### src/rtl/mem_access.sv
// Memory-access stage: data-bus handshake, byte-lane steering, load extension and regfile writeback.
// Define MEM_TIMEOUT_EN to abort bus accesses that see no ack within TIMEOUT_CYCLES cycles.
module mem_access #(
  parameter int TIMEOUT_CYCLES = 255,
  parameter int TO_W           = 8
) (
  input  logic        clk,
  input  logic        rst,
  input  logic        mem_req_i,
  input  logic        mem_we_i,
  input  logic [31:0] mem_addr_i,
  input  logic [31:0] mem_wdata_i,
  input  logic [1:0]  mem_size_i,
  input  logic        mem_unsigned_i,
  input  logic        reg_we_i,
  input  logic [4:0]  reg_waddr_i,
  input  logic [31:0] reg_wdata_i,
  output logic        bus_req_o,
  output logic        bus_we_o,
  output logic [31:0] bus_addr_o,
  output logic [31:0] bus_wdata_o,
  output logic [3:0]  bus_sel_o,
  input  logic        bus_ack_i,
  input  logic [31:0] bus_rdata_i,
  output logic        hold_flag_o,
  output logic        reg_we_o,
  output logic [4:0]  reg_waddr_o,
  output logic [31:0] reg_wdata_o,
  output logic        misalign_o,
  output logic        err_o
);

  typedef enum logic {IDLE, BUS} state_t;

  state_t      state;
  logic        lat_we;
  logic        lat_unsigned;
  logic        lat_reg_we;
  logic [1:0]  lat_off;
  logic [1:0]  lat_size;
  logic [4:0]  lat_waddr;

  logic        aligned;
  logic        rd_nonzero;
  logic [31:0] st_wdata;
  logic [3:0]  st_sel;
  logic [7:0]  ld_byte;
  logic [15:0] ld_half;
  logic [31:0] load_data;
  logic        timeout;

  if (TIMEOUT_CYCLES >= (1 << TO_W)) begin : g_bad_timeout_cfg
    $error("mem_access: TIMEOUT_CYCLES does not fit in TO_W bits");
  end

  always_comb begin
    aligned = 1'b1;
    case (mem_size_i)
      2'b00:   aligned = 1'b1;
      2'b01:   aligned = ~mem_addr_i[0];
      default: aligned = (mem_addr_i[1:0] == 2'b00);
    endcase
  end

  assign rd_nonzero  = (reg_waddr_i != 5'd0);
  assign hold_flag_o = (state == BUS) | ((state == IDLE) & mem_req_i & aligned);

  always_comb begin
    st_wdata = mem_wdata_i;
    st_sel   = 4'b1111;
    case (mem_size_i)
      2'b00: begin
        st_wdata = {4{mem_wdata_i[7:0]}};
        st_sel   = 4'b0001 << mem_addr_i[1:0];
      end
      2'b01: begin
        st_wdata = {2{mem_wdata_i[15:0]}};
        st_sel   = mem_addr_i[1] ? 4'b1100 : 4'b0011;
      end
      default: ;
    endcase
  end

  // Lane selection and extension use the latched offset, since the inputs are don't-care in BUS.
  always_comb begin
    ld_byte = bus_rdata_i[7:0];
    case (lat_off)
      2'd0: ld_byte = bus_rdata_i[7:0];
      2'd1: ld_byte = bus_rdata_i[15:8];
      2'd2: ld_byte = bus_rdata_i[23:16];
      2'd3: ld_byte = bus_rdata_i[31:24];
    endcase
    ld_half   = lat_off[1] ? bus_rdata_i[31:16] : bus_rdata_i[15:0];
    load_data = bus_rdata_i;
    case (lat_size)
      2'b00:   load_data = lat_unsigned ? {24'd0, ld_byte} : {{24{ld_byte[7]}}, ld_byte};
      2'b01:   load_data = lat_unsigned ? {16'd0, ld_half} : {{16{ld_half[15]}}, ld_half};
      default: load_data = bus_rdata_i;
    endcase
  end

`ifdef MEM_TIMEOUT_EN
  logic [TO_W-1:0] to_cnt;

  // The abort fires in the BUS cycle that would make the count reach TIMEOUT_CYCLES; an ack then still wins.
  assign timeout = (state == BUS) && !bus_ack_i && (to_cnt == TO_W'(TIMEOUT_CYCLES - 1));

  always_ff @(posedge clk) begin
    if (!rst) begin
      to_cnt <= '0;
    end else if (state == IDLE) begin
      to_cnt <= '0;
    end else if (!bus_ack_i) begin
      to_cnt <= to_cnt + TO_W'(1);
    end
  end
`else
  assign timeout = 1'b0;
`endif

  always_ff @(posedge clk) begin
    if (!rst) begin
      state        <= IDLE;
      bus_req_o    <= 1'b0;
      bus_we_o     <= 1'b0;
      bus_addr_o   <= '0;
      bus_wdata_o  <= '0;
      bus_sel_o    <= '0;
      reg_we_o     <= 1'b0;
      reg_waddr_o  <= '0;
      reg_wdata_o  <= '0;
      misalign_o   <= 1'b0;
      err_o        <= 1'b0;
      lat_we       <= 1'b0;
      lat_unsigned <= 1'b0;
      lat_reg_we   <= 1'b0;
      lat_off      <= '0;
      lat_size     <= '0;
      lat_waddr    <= '0;
    end else begin
      misalign_o <= 1'b0;
      err_o      <= 1'b0;
      reg_we_o   <= 1'b0;
      case (state)
        IDLE: begin
          reg_waddr_o <= reg_waddr_i;
          if (mem_req_i && aligned) begin
            state        <= BUS;
            bus_req_o    <= 1'b1;
            bus_we_o     <= mem_we_i;
            bus_addr_o   <= {mem_addr_i[31:2], 2'b00};
            bus_wdata_o  <= st_wdata;
            bus_sel_o    <= st_sel;
            lat_we       <= mem_we_i;
            lat_unsigned <= mem_unsigned_i;
            lat_reg_we   <= reg_we_i & ~mem_we_i & rd_nonzero;
            lat_off      <= mem_addr_i[1:0];
            lat_size     <= mem_size_i;
            lat_waddr    <= reg_waddr_i;
            reg_wdata_o  <= '0;
          end else if (mem_req_i) begin
            misalign_o  <= 1'b1;
            reg_we_o    <= reg_we_i & ~mem_we_i & rd_nonzero;
            reg_wdata_o <= '0;
          end else begin
            reg_we_o    <= reg_we_i & rd_nonzero;
            reg_wdata_o <= reg_wdata_i;
          end
        end
        BUS: begin
          if (bus_ack_i || timeout) begin
            state       <= IDLE;
            bus_req_o   <= 1'b0;
            bus_we_o    <= 1'b0;
            bus_addr_o  <= '0;
            bus_wdata_o <= '0;
            bus_sel_o   <= '0;
            reg_we_o    <= lat_reg_we;
            reg_waddr_o <= lat_waddr;
            reg_wdata_o <= (bus_ack_i && !lat_we) ? load_data : 32'd0;
            err_o       <= timeout;
          end
        end
        default: state <= IDLE;
      endcase
    end
  end

endmodule

### config.mk
export PLATFORM = sky130hd
export DESIGN_NAME = mem_access
export DESIGN_NICKNAME = d
export VERILOG_FILES = /design/src/rtl/mem_access.sv
export SDC_FILE = /design/constraint.sdc
export NUM_CORES = 1
export LEC_CHECK = 0
export ABC_AREA = 1
export BUFFER_PORTS_ARGS = -buffer_cell sky130_fd_sc_hd__buf_2
export CAP_MARGIN = 0
export CORE_UTILIZATION = 43
export CTS_CLUSTER_SIZE = 25
export DETAILED_ROUTE_END_ITERATION = 8
export GPL_ROUTABILITY_DRIVEN = 0
export PLACE_DENSITY = 0.8
export SYNTH_ARGS = -nofsm -noshare
export SYNTH_HDL_FRONTEND = slang
export SYNTH_SLANG_ARGS = --single-unit
export TNS_END_PERCENT = 5
### constraint.sdc
create_clock -name clk -period 1.3 [get_ports clk]
set_input_delay 0.26 -clock clk [delete_from_list [all_inputs] [get_ports clk]]
set_output_delay 0.26 -clock clk [all_outputs]
set_load 0.1 [all_outputs]
==> flow_summary.json <==
{
  "drc": 0,
  "ys_ff_latch": 120,
  "hold_path.class": "input port to flop",
  "fin_nets": 1277,
  "synth.largest_area_cell": "dfxtp_1",
  "regArea_um2": 2420,
  "seq_area_frac_synth_pct": 41.6,
  "grt_pass1_wl_um": 34800,
  "netlist_area_um2": 5770,
  "netSwitchingFraction_pct": 35.1,
  "max_freq_mhz": 644,
  "startpoint_type": "flop",
  "drv_cap": 0,
  "die_w_um": 118,
  "worstPathRequired_ns": 1.04,
  "grt-ovfl-total": 0,
  "ys_warn_count": 0,
  "setup_viol": 95,
  "layout_setup_ws_ns": -0.252,
  "worst-path-max-fanout": 4,
  "clkPwrFrac_pct": 36.3,
  "clockBufferDepth": 2,
  "mostFrequentLayoutCells": "247 x nand2_1, 141 x buf_2, 116 x buf_12",
  "fin_area_um2": 10200,
  "grt_pass1_vias": 6980,
  "ctsHtreeMaxLevel": 4,
  "cts_sinks": 120,
  "crit_type": "flop to primary output",
  "clk_latency_ns": 0.41,
  "comb_power_share_pct": 32.7,
  "vias": 7101,
  "synth_top_area_share_pct": 41.6,
  "design.portCount": 253,
  "status": "finished, violations left",
  "synth.avg_cell_area_um2": 6.79,
  "total_power_mw": 13.5,
  "fin_tns_setup_ns": -5.69,
  "fin_crit_ns": 1.55,
  "place_ws_ns": -0.269,
  "worstPathArrival_ns": 1.29,
  "placed_area_um2": 9130,
  "io_buffer_count": 249,
  "cts_tree": "done",
  "die-area_um2": 13900,
  "hpwl_um": 15300,
  "violations": "negative setup slack",
  "crit_path_end_kind": "primary output",
  "dr.pass1.iters": 6,
  "antenna_found_initial": 0,
  "cellLeakagePower_nw": 4.56,
  "timing.final.crit_share_pct": 119,
  "cts-buffers-inserted": 17,
  "power.switching_mw": 4.73,
  "ant_nets": 0,
  "mostFrequentLayoutCell": "nand2_1",
  "drtIter0Drc": 622,
  "place_inst": 1277,
  "drt-vias-per-instance": 5.38,
  "slew_viol_final": 0,
  "synthTopCellsByArea": "dfxtp_1 42%, nand2_1 17%, a21oi_1 8.8%",
  "fin_cells": 1320,
  "synth_cells": 850,
  "postLayoutCoreUtil_pct": 79.2,
  "power_frac_seq_pct": 31.0,
  "syn_to_final_growth_pct": 76.1,
  "grt_max_degree": 44,
  "p_per_area_nw_per_um2": 1330,
  "vdd.ir_drop.worst_mv": 0.904,
  "wl_per_cell_um": 17.5,
  "holdBufCountCts": 0,
  "start_util_pct": 45.0,
  "p_int_mw": 8.75,
  "rsz0062_at_grt": "yes",
  "drive_gt1_share_pct": 39.1,
  "antenna_cells": 0,
  "multi_input_area_um2": 3010,
  "fill_cells": 784,
  "cts.clk_slew.worst_paths_ns": 0.06,
  "core_area_um2": 12800,
  "synth_cell_types": 31,
  "rows": 41,
  "hold_violations": 0,
  "cts_root_buf": "clkbuf_16",
  "fin_worst_skew_ns": 0.00808,
  "gr-usage-all-layers_pct": 31.9,
  "fp.dieH_um": 118,
  "fin_hold_ws_ns": 0.0948,
  "routed_wl_um": 23100
}
## synthesized netlist by cell type
master	instances
nand2_1	263
dfxtp_1	120
a21oi_1	102
nor2_1	79
inv_1	58
nand3_1	49
o21ai_0	33
clkbuf_1	27
buf_2	16
o21a_1	14
nand2_2	13
a21oi_2	10
o22ai_1	8
a31oi_1	7
buf_4	7
inv_2	7
or2_2	7
o2111ai_1	6
buf_6	5
o211ai_1	4
nor2_4	3
buf_1	2
nand2_4	2
a211oi_1	1
a22oi_1	1
conb_1	1
nand3_2	1
nand4_1	1
o21bai_1	1
o21bai_4	1
o221ai_1	1
## registers in the layout, indices dropped and copies added (netlist names), 2 cells and up
register / cells
bus_addr_o: 30
bus_sel_o: 4
bus_wdata_o: 32
lat_off: 2
lat_size: 2
lat_waddr: 5
reg_waddr_o: 5
reg_wdata_o: 32
## critical path, stage by stage, from the launching register on
cell and delay (ns):
dfxtp_4 0.36, nor2_4 0.11, nand2_4 0.05, buf_6 0.12, nand2_4 0.07, buf_12 0.17
## layout make-up
cell class	instances	area share (%)
multi-input cells	610	29.6
clock inverters	9	1.18
inverters	65	2.71
repair buffers	321	35.7
flip-flops and latches	120	23.8
clock buffers	23	4.80
well taps	172	2.12
## power by group through the flow
| stage | Clock (mW) | Combinational [mW] | Sequential [mW] |
|---|---|---|---|
| 6_report | 4.89 | 4.40 | 4.18 |
| 3_3_place_gp | 0 | 4.04 | 4.23 |
| 4_1_cts | 4.90 | 4.25 | 4.17 |
| 2_1_floorplan | 0 | 1.07 | 5.58 |
| 3_5_place_dp | 0 | 4.09 | 4.24 |
| 5_1_grt | 5.07 | 4.57 | 4.20 |
## routing by layer
layer	part of all wire [%]	wire [µm]	global-route usage, %
met1	36	8220	33.8
met2	51	11800	57.5
met3	9.2	2120	8.53
met4	4.1	944	16.5
met5	0	0	0
## final timing paths
| check | startpoint | endpoint | slack [ns] | depth (start not counted) |
|---|---|---|---|---|
| max | state | hold_flag_o | -0.25 | 5 |
| min | mem_addr_i[30] | bus_addr_o[30] | 0.09 | 3 |
| max reg2reg | state | bus_addr_o[15] | -0.20 | 9 |
| min reg2reg | lat_waddr[2] | lat_waddr[2] | 0.46 | 2 |
## cell families (layout without fill, tap and decap cells)
group / count (synthesis) / after routing / synth area share, %
compound gates: 189 / 189 / 19.0
simple gates: 418 / 418 / 29.9
buf+inv: 122 / 418 / 9.39
flops: 120 / 120 / 41.6
other cells: 1 / 3 / 0.0650
## timing repair
item                                    4_1_cts  5_1_grt
endpoints found under the setup margin      105      118
setup buffers                                 5        2
pin swaps                                     3        2
gates resized for setup                      34       63
cloned                                        3        1
No activity file was read; power rests on OpenSTA's default activity.
